[config.mk]
export PLATFORM = sky130hd
export DESIGN_NAME = idft_engine_flat
export DESIGN_NICKNAME = d
export VERILOG_FILES = /design/src/rtl/idft_if.sv /design/src/rtl/idft_engine.sv /design/src/flat_wrapper.sv
export SDC_FILE = /design/constraint.sdc
export NUM_CORES = 2
export LEC_CHECK = 0
export ABC_AREA = 1
export BUFFER_PORTS_ARGS = -buffer_cell sky130_fd_sc_hd__buf_2
export CORE_AREA = 2 2 485 487
export CTS_CLUSTER_DIAMETER = 30
export CTS_CLUSTER_SIZE = 24
export DETAILED_ROUTE_END_ITERATION = 6
export DIE_AREA = 0 0 487 489
export PLACE_DENSITY = 0.57
export SLEW_MARGIN = 20
export SYNTH_ARGS = -nofsm -noshare
export SYNTH_HDL_FRONTEND = slang
export SYNTH_SLANG_ARGS = --single-unit
[constraint.sdc]
create_clock -name clk -period 10.82 [get_ports clk]
set_clock_uncertainty 0.1 [all_clocks]
set_input_delay 3.246 -clock clk [delete_from_list [all_inputs] [get_ports clk]]
set_output_delay 3.246 -clock clk [all_outputs]
set_load 0.02 [all_outputs]
[src/rtl/idft_if.sv]
// Stream bundle between a frequency-bin source and the inverse DFT engine.
// The master drives bins in and accepts samples out; the slave is the engine.
interface idft_if #(
    parameter int W_IN  = 17,
    parameter int W_OUT = 16
);
    logic                    in_valid;
    logic                    in_ready;
    logic signed [W_IN-1:0]  in_re;
    logic signed [W_IN-1:0]  in_im;
    logic                    out_valid;
    logic                    out_ready;
    logic signed [W_OUT-1:0] out_re;
    logic signed [W_OUT-1:0] out_im;
    logic                    out_last;
    logic                    busy;

    modport master (
        output in_valid, in_re, in_im, out_ready,
        input  in_ready, out_valid, out_re, out_im, out_last, busy
    );

    modport slave (
        input  in_valid, in_re, in_im, out_ready,
        output in_ready, out_valid, out_re, out_im, out_last, busy
    );
endinterface

[src/rtl/idft_engine.sv]
// Sequential inverse DFT: loads N bins, then for each output sample n runs N
// complex MACs against an internal twiddle table, scales by 1/N and saturates.
// Optional build macro IDFT_ROUND_EN: round-half-up before the final shift
// instead of truncating toward -infinity.
module idft_engine #(
    parameter int N     = 16,
    parameter int W     = 16,
    parameter int W_IN  = 17,
    parameter int W_OUT = 16
) (
    input logic   clk,
    input logic   rst,
    idft_if.slave bus
);
    localparam int LOGN  = $clog2(N);
    localparam int ACC_W = W_IN + W + 2 + LOGN;
    localparam int SHIFT = (W - 1) + LOGN;
    localparam logic [LOGN-1:0] LAST_IDX = LOGN'(N - 1);
    localparam logic signed [W_OUT-1:0] OUT_MAX = {1'b0, {(W_OUT-1){1'b1}}};
    localparam logic signed [W_OUT-1:0] OUT_MIN = {1'b1, {(W_OUT-1){1'b0}}};
`ifdef IDFT_ROUND_EN
    localparam logic signed [ACC_W-1:0] RND_BIAS = ACC_W'(1) <<< (SHIFT - 1);
`endif

    typedef enum logic [1:0] {S_LOAD, S_COMPUTE, S_FINAL, S_OUTPUT} state_t;

    // Twiddle entry round(trig(2*pi*idx/N) * (2^(W-1)-1)); evaluated at elaboration only.
    function automatic logic signed [W-1:0] tw_entry(input int idx, input bit is_sin);
        real ang;
        real val;
        ang = 2.0 * 3.14159265358979323846 * real'(idx) / real'(N);
        val = (is_sin ? $sin(ang) : $cos(ang)) * real'((1 << (W - 1)) - 1);
        if (val >= 0.0) return W'($rtoi(val + 0.5));
        else            return W'(-$rtoi(-val + 0.5));
    endfunction

    function automatic logic signed [W_OUT-1:0] saturate(input logic signed [ACC_W-1:0] v);
        if (v > ACC_W'(OUT_MAX))      return OUT_MAX;
        else if (v < ACC_W'(OUT_MIN)) return OUT_MIN;
        else                          return v[W_OUT-1:0];
    endfunction

    logic signed [W-1:0] cos_tab [N];
    logic signed [W-1:0] sin_tab [N];

    for (genvar g = 0; g < N; g++) begin : g_twiddle
        localparam logic signed [W-1:0] COS_V = tw_entry(g, 1'b0);
        localparam logic signed [W-1:0] SIN_V = tw_entry(g, 1'b1);
        assign cos_tab[g] = COS_V;
        assign sin_tab[g] = SIN_V;
    end

    state_t                  state_q;
    logic [LOGN-1:0]         kcnt_q, k_q, n_q, m_q;
    logic signed [W_IN-1:0]  buf_re_q [N];
    logic signed [W_IN-1:0]  buf_im_q [N];
    logic signed [ACC_W-1:0] acc_re_q, acc_im_q;
    logic                    in_ready_q, out_valid_q, out_last_q, busy_q;
    logic signed [W_OUT-1:0] out_re_q, out_im_q;

    logic signed [W_IN-1:0]   x_re, x_im;
    logic signed [W-1:0]      c_tw, s_tw;
    logic signed [W_IN+W-1:0] p_rc, p_is, p_rs, p_ic;
    logic signed [ACC_W-1:0]  acc_re_d, acc_im_d, rnd_re, rnd_im;
    logic signed [W_OUT-1:0]  fin_re_d, fin_im_d;
    logic                     load_hs;

    assign load_hs = (state_q == S_LOAD) && bus.in_valid;

    assign x_re = buf_re_q[k_q];
    assign x_im = buf_im_q[k_q];
    assign c_tw = cos_tab[m_q];
    assign s_tw = sin_tab[m_q];
    assign p_rc = x_re * c_tw;
    assign p_is = x_im * s_tw;
    assign p_rs = x_re * s_tw;
    assign p_ic = x_im * c_tw;

    // Next accumulator value for the current MAC and the scaled, saturated result.
    always_comb begin
        // NOTE: blocking '=' in combinational logic, and every output gets a value before any branch so no latch is inferred.
        acc_re_d = acc_re_q + ACC_W'(p_rc) - ACC_W'(p_is);
        acc_im_d = acc_im_q + ACC_W'(p_rs) + ACC_W'(p_ic);
        rnd_re   = acc_re_q;
        rnd_im   = acc_im_q;
`ifdef IDFT_ROUND_EN
        rnd_re   = acc_re_q + RND_BIAS;
        rnd_im   = acc_im_q + RND_BIAS;
`endif
        fin_re_d = saturate(rnd_re >>> SHIFT);
        fin_im_d = saturate(rnd_im >>> SHIFT);
    end

    // Bin buffer write port, addressed by arrival order.
    always_ff @(posedge clk) begin
        // NOTE: the buffer has no reset; its contents are don't-care until a full frame is loaded.
        if (load_hs) begin
            buf_re_q[kcnt_q] <= bus.in_re;
            buf_im_q[kcnt_q] <= bus.in_im;
        end
    end

    // Control FSM with MAC datapath and registered handshake outputs.
    always_ff @(posedge clk) begin
        if (rst) begin
            state_q     <= S_LOAD;
            kcnt_q      <= '0;
            k_q         <= '0;
            n_q         <= '0;
            m_q         <= '0;
            acc_re_q    <= '0;
            acc_im_q    <= '0;
            in_ready_q  <= 1'b1;
            out_valid_q <= 1'b0;
            out_last_q  <= 1'b0;
            busy_q      <= 1'b0;
            out_re_q    <= '0;
            out_im_q    <= '0;
        end else begin
            case (state_q)
                S_LOAD: begin
                    if (load_hs) begin
                        kcnt_q <= kcnt_q + 1'b1;
                        if (kcnt_q == LAST_IDX) begin
                            state_q    <= S_COMPUTE;
                            in_ready_q <= 1'b0;
                            busy_q     <= 1'b1;
                            n_q        <= '0;
                            k_q        <= '0;
                            m_q        <= '0;
                            acc_re_q   <= '0;
                            acc_im_q   <= '0;
                        end
                    end
                end
                S_COMPUTE: begin
                    acc_re_q <= acc_re_d;
                    acc_im_q <= acc_im_d;
                    k_q      <= k_q + 1'b1;
                    m_q      <= m_q + n_q;
                    if (k_q == LAST_IDX) state_q <= S_FINAL;
                end
                S_FINAL: begin
                    out_re_q    <= fin_re_d;
                    out_im_q    <= fin_im_d;
                    out_last_q  <= (n_q == LAST_IDX);
                    out_valid_q <= 1'b1;
                    state_q     <= S_OUTPUT;
                end
                S_OUTPUT: begin
                    if (bus.out_ready) begin
                        out_valid_q <= 1'b0;
                        out_last_q  <= 1'b0;
                        if (n_q != LAST_IDX) begin
                            n_q      <= n_q + 1'b1;
                            k_q      <= '0;
                            m_q      <= '0;
                            acc_re_q <= '0;
                            acc_im_q <= '0;
                            state_q  <= S_COMPUTE;
                        end else begin
                            kcnt_q     <= '0;
                            n_q        <= '0;
                            in_ready_q <= 1'b1;
                            busy_q     <= 1'b0;
                            state_q    <= S_LOAD;
                        end
                    end
                end
                default: state_q <= S_LOAD;
            endcase
        end
    end

    assign bus.in_ready  = in_ready_q;
    assign bus.out_valid = out_valid_q;
    assign bus.out_re    = out_re_q;
    assign bus.out_im    = out_im_q;
    assign bus.out_last  = out_last_q;
    assign bus.busy      = busy_q;
endmodule

[src/flat_wrapper.sv]
// flat-port wrapper written by rule: the top's interface ports become plain ports
module idft_engine_flat 
#(
    parameter int N     = 16,
    parameter int W     = 16,
    parameter int W_IN  = 17,
    parameter int W_OUT = 16
)
  (clk, rst, bus_in_valid, bus_in_re, bus_in_im, bus_out_ready, bus_in_ready, bus_out_valid, bus_out_re, bus_out_im, bus_out_last, bus_busy);
  idft_if #(.W_IN(W_IN), .W_OUT(W_OUT)) bus_i ();
  input logic clk;
  input logic rst;
  input wire logic [$bits(bus_i.in_valid)-1:0] bus_in_valid;
  input wire logic [$bits(bus_i.in_re)-1:0] bus_in_re;
  input wire logic [$bits(bus_i.in_im)-1:0] bus_in_im;
  input wire logic [$bits(bus_i.out_ready)-1:0] bus_out_ready;
  output wire logic [$bits(bus_i.in_ready)-1:0] bus_in_ready;
  output wire logic [$bits(bus_i.out_valid)-1:0] bus_out_valid;
  output wire logic [$bits(bus_i.out_re)-1:0] bus_out_re;
  output wire logic [$bits(bus_i.out_im)-1:0] bus_out_im;
  output wire logic [$bits(bus_i.out_last)-1:0] bus_out_last;
  output wire logic [$bits(bus_i.busy)-1:0] bus_busy;
  assign bus_i.in_valid = bus_in_valid;
  assign bus_i.in_re = bus_in_re;
  assign bus_i.in_im = bus_in_im;
  assign bus_i.out_ready = bus_out_ready;
  assign bus_in_ready = bus_i.in_ready;
  assign bus_out_valid = bus_i.out_valid;
  assign bus_out_re = bus_i.out_re;
  assign bus_out_im = bus_i.out_im;
  assign bus_out_last = bus_i.out_last;
  assign bus_busy = bus_i.busy;
  idft_engine #(.N(N), .W(W), .W_IN(W_IN), .W_OUT(W_OUT)) u_core (.clk(clk), .rst(rst), .bus(bus_i));
endmodule
==> results.sh <==
export IMPL_die_area_mm2=0.238
export IMPL_reg2reg_depth=32
export IMPL_cts_tree="yes"
export IMPL_yosysMostFrequentCell="inv_1"
export IMPL_hold_end="u_core.acc_im_q[13]"
export IMPL_seq_area_frac_synth_pct=25.7
export IMPL_antenna_found_initial=23
export IMPL_grt_ovfl_total=0
export IMPL_wire_per_inst_um=22.4
export IMPL_final_setup_viol_count=0
export IMPL_slowest_stage="dfxtp_4"
export IMPL_ys_async_sr_fraction_pct=0
export IMPL_drive_gt1_share_pct=7.17
export IMPL_cp_end_kind="flip-flop"
export IMPL_cp_required_ns=11.31
export IMPL_grt_pass1_vias=56811
export IMPL_critical_path_max_stage_delay_ns=0.95
export IMPL_hold_buffers=0
export IMPL_post_route_period_util_pct=94.0
export IMPL_post_cts_setup_buffers=0
export IMPL_status="complete, no violations"
export IMPL_io_buffers=73
export IMPL_io_pins=74
export IMPL_dr_pass1_iters=6
export IMPL_drt_total_wl_um=244000
export IMPL_vias=52228
export IMPL_path_clk_slew_ns=0.05
export IMPL_cap_violations=0
export IMPL_tightest_slew_ns=1.03
export IMPL_clock_path_buffers=3
export IMPL_cp_start_kind="flip-flop"
export IMPL_clock_sinks=680
export IMPL_fp_coreArea_mm2=0.234
export IMPL_drtAntennaViolNets=0
export IMPL_initial_core_util_pct=31.8
export IMPL_drv_slew=0
export IMPL_cts_made_buffers=160
export IMPL_synth_area_top_cells="fa_1 (38%), edfxtp_1 (22%), inv_1 (10%)"
export IMPL_synthFlopType="edfxtp_1"
export IMPL_r2r_end="u_core.acc_im_q[38]"
export IMPL_r2r_slack_ns=0.65
export IMPL_yosysWarningCount=0
export IMPL_drc_errors=0
export IMPL_yosysTopAreaCellShare_pct=38.0
export IMPL_fin_nets=9493
export IMPL_synth_area_mm2=0.0742
export IMPL_crit_top_cell="fa_1"
export IMPL_synth_area_leader_cell="fa_1"
export IMPL_slew_headroom_pct=31.4
export IMPL_post_cts_resized=0
export IMPL_hp_start="u_core.acc_im_q[13]"
export IMPL_die_height_um=489
export IMPL_clkLatencyLatePin_ns=0.81
export IMPL_num_rows=178
export IMPL_ys_top_cells_by_count="inv_1 (2059), fa_1 (1409), nand2_1 (1074), edfxtp_1 (544), nor2_1 (481)"
export IMPL_die_w_um=487
export IMPL_syn_inst=7556
export IMPL_worstPathArrival_ns=10.67
export IMPL_drt_vias_per_instance=4.80
export IMPL_rsz0062_at_grt="false"
export IMPL_grt_use_total_pct=20.9
export IMPL_synth_edff_count=544
export IMPL_worst_hold_path_num_cells=2
export IMPL_cts_root_buffer="clkbuf_16"
export IMPL_synth_seq_cells=680
export IMPL_min_period_ns=10.17
export IMPL_hp_class="flip-flop to flip-flop"
export IMPL_path_class="flip-flop to flip-flop"
export IMPL_first_iter_violations=4439
export IMPL_fin_setup_tns_ns=0
export IMPL_htree_levels=4
export IMPL_synth_net_count=9351
export IMPL_cp_max_fo=73
export IMPL_grt_start_max_net_pins=124
export IMPL_hold_violations=0
export IMPL_routabilityCongestion=1.03
export IMPL_synth_area_per_cell_um2=9.82
export IMPL_areaGrowthSynthToFinish_pct=13.1
export IMPL_ys_types=46
export IMPL_grt_pass1_wl_um=368000
export IMPL_fmax_mhz=98.3
export IMPL_dp_hpwl_um=189000
## critical path: cells and delay by family, from the launching register on
kind	cells	cell delay [ns]
compound gates	5	0.61
fa+ha+maj	9	4.47
buf+inv	8	1.82
flops	1	0.95
simple gates	10	1.91
## registers in the layout, summed over array words and instances (netlist names), named ones only
name	flops
u_core.acc_re_q	39
u_core.acc_im_q	39
u_core.buf_re_q	272
u_core.bus.out_valid	1
u_core.m_q	4
u_core.kcnt_q	4
u_core.bus.out_re	16
u_core.state_q	2
u_core.bus.out_im	16
u_core.bus.busy	1
u_core.bus.in_ready	1
u_core.buf_im_q	272
u_core.n_q	4
u_core.bus.out_last	1
u_core.k_q	4
## logic make-up after synthesis
family	count (synthesis)	share of synthesized area (%)
flip-flops	680	25.7
AO/OA/AOI/OAI	800	6.03
multiplexers	136	1.83
AND/OR/NAND/NOR	1825	9.90
adder cells (fa/ha/maj)	1757	43.9
buffers and inverters	2329	12.3
XOR/XNOR	29	0.342
## per-stage QoR
| step | utilization [%] | setup slack (ns) | hold slack, ns | area (um2) | instances |
|---|---|---|---|---|---|
| after detailed placement | 33.6 | 0.790 | 0.354 | 78400 | 10596 |
| final | 35.9 | 0.646 | 0.362 | 84000 | 10890 |
| after CTS | 35.9 | 0.727 | 0.363 | 84000 | 10886 |
| after global routing | 35.9 | 0.196 | 0.380 | 84000 | 10886 |
| after floorplan | - | 1.93 | 0.344 | 74200 | 7556 |
| after global placement | 33.6 | 0.879 | 0.355 | 78400 | 10596 |
## layout by cell type, fill, tap and decap left out, types with 37 or more instances in the layout
| cell | synthesis | routed |
|---|---|---|
| nand2_1 | 1074 | 1074 |
| clkinv_1 | 6 | 37 |
| edfxtp_1 | 544 | 544 |
| o21ai_0 | 260 | 259 |
| o211ai_1 | 139 | 139 |
| inv_1 | 2059 | 2057 |
| mux2i_1 | 136 | 136 |
| buf_2 | 61 | 72 |
| fa_1 | 1409 | 1409 |
| nand3_1 | 150 | 150 |
| dfxtp_1 | 136 | 132 |
| ha_1 | 348 | 348 |
| clkbuf_16 | 0 | 161 |
| nor2_1 | 481 | 465 |
| buf_4 | 41 | 148 |
| a21oi_1 | 350 | 347 |
## layer usage
| layer | vias to the layer above | track usage (%) | share of wire (%) |
|---|---|---|---|
| met5 | - | 0 | 0.047 |
| met3 | 549 | 4.84 | 8.2 |
| li1 | 23075 | - | - |
| met4 | 18 | 9.19 | 5.0 |
| met2 | 1916 | 32.7 | 45 |
| met1 | 26670 | 27.7 | 42 |
## worst max path at each step
| stage | startpoint | to | depth (start not counted) |
|---|---|---|---|
| 2_1_floorplan | u_core.m_q[0] | u_core.acc_im_q[38] | 32 |
| 3_3_place_gp | flip-flop | u_core.acc_im_q[38] | 32 |
| 3_5_place_dp | flip-flop | u_core.acc_im_q[38] | 32 |
| 4_1_cts | flip-flop | u_core.acc_im_q[38] | 32 |
| 5_1_grt | flip-flop | u_core.acc_im_q[38] | 32 |
| 6_report | flip-flop | u_core.acc_im_q[38] | 32 |
## cell type report
class,instances,area (um2)
multi-input cells,4547,46100
well taps,3060,3830
inverters,2086,7830
flip-flops and latches,680,19100
clock buffers,200,4260
clock inverters,90,1300
fillers,23357,150000
repair buffers,223,1530
diodes,4,10.0
Power is left out: the tool's default activity adds up to more than one toggle a clock period on the data nets, which glitch-free logic cannot reach.
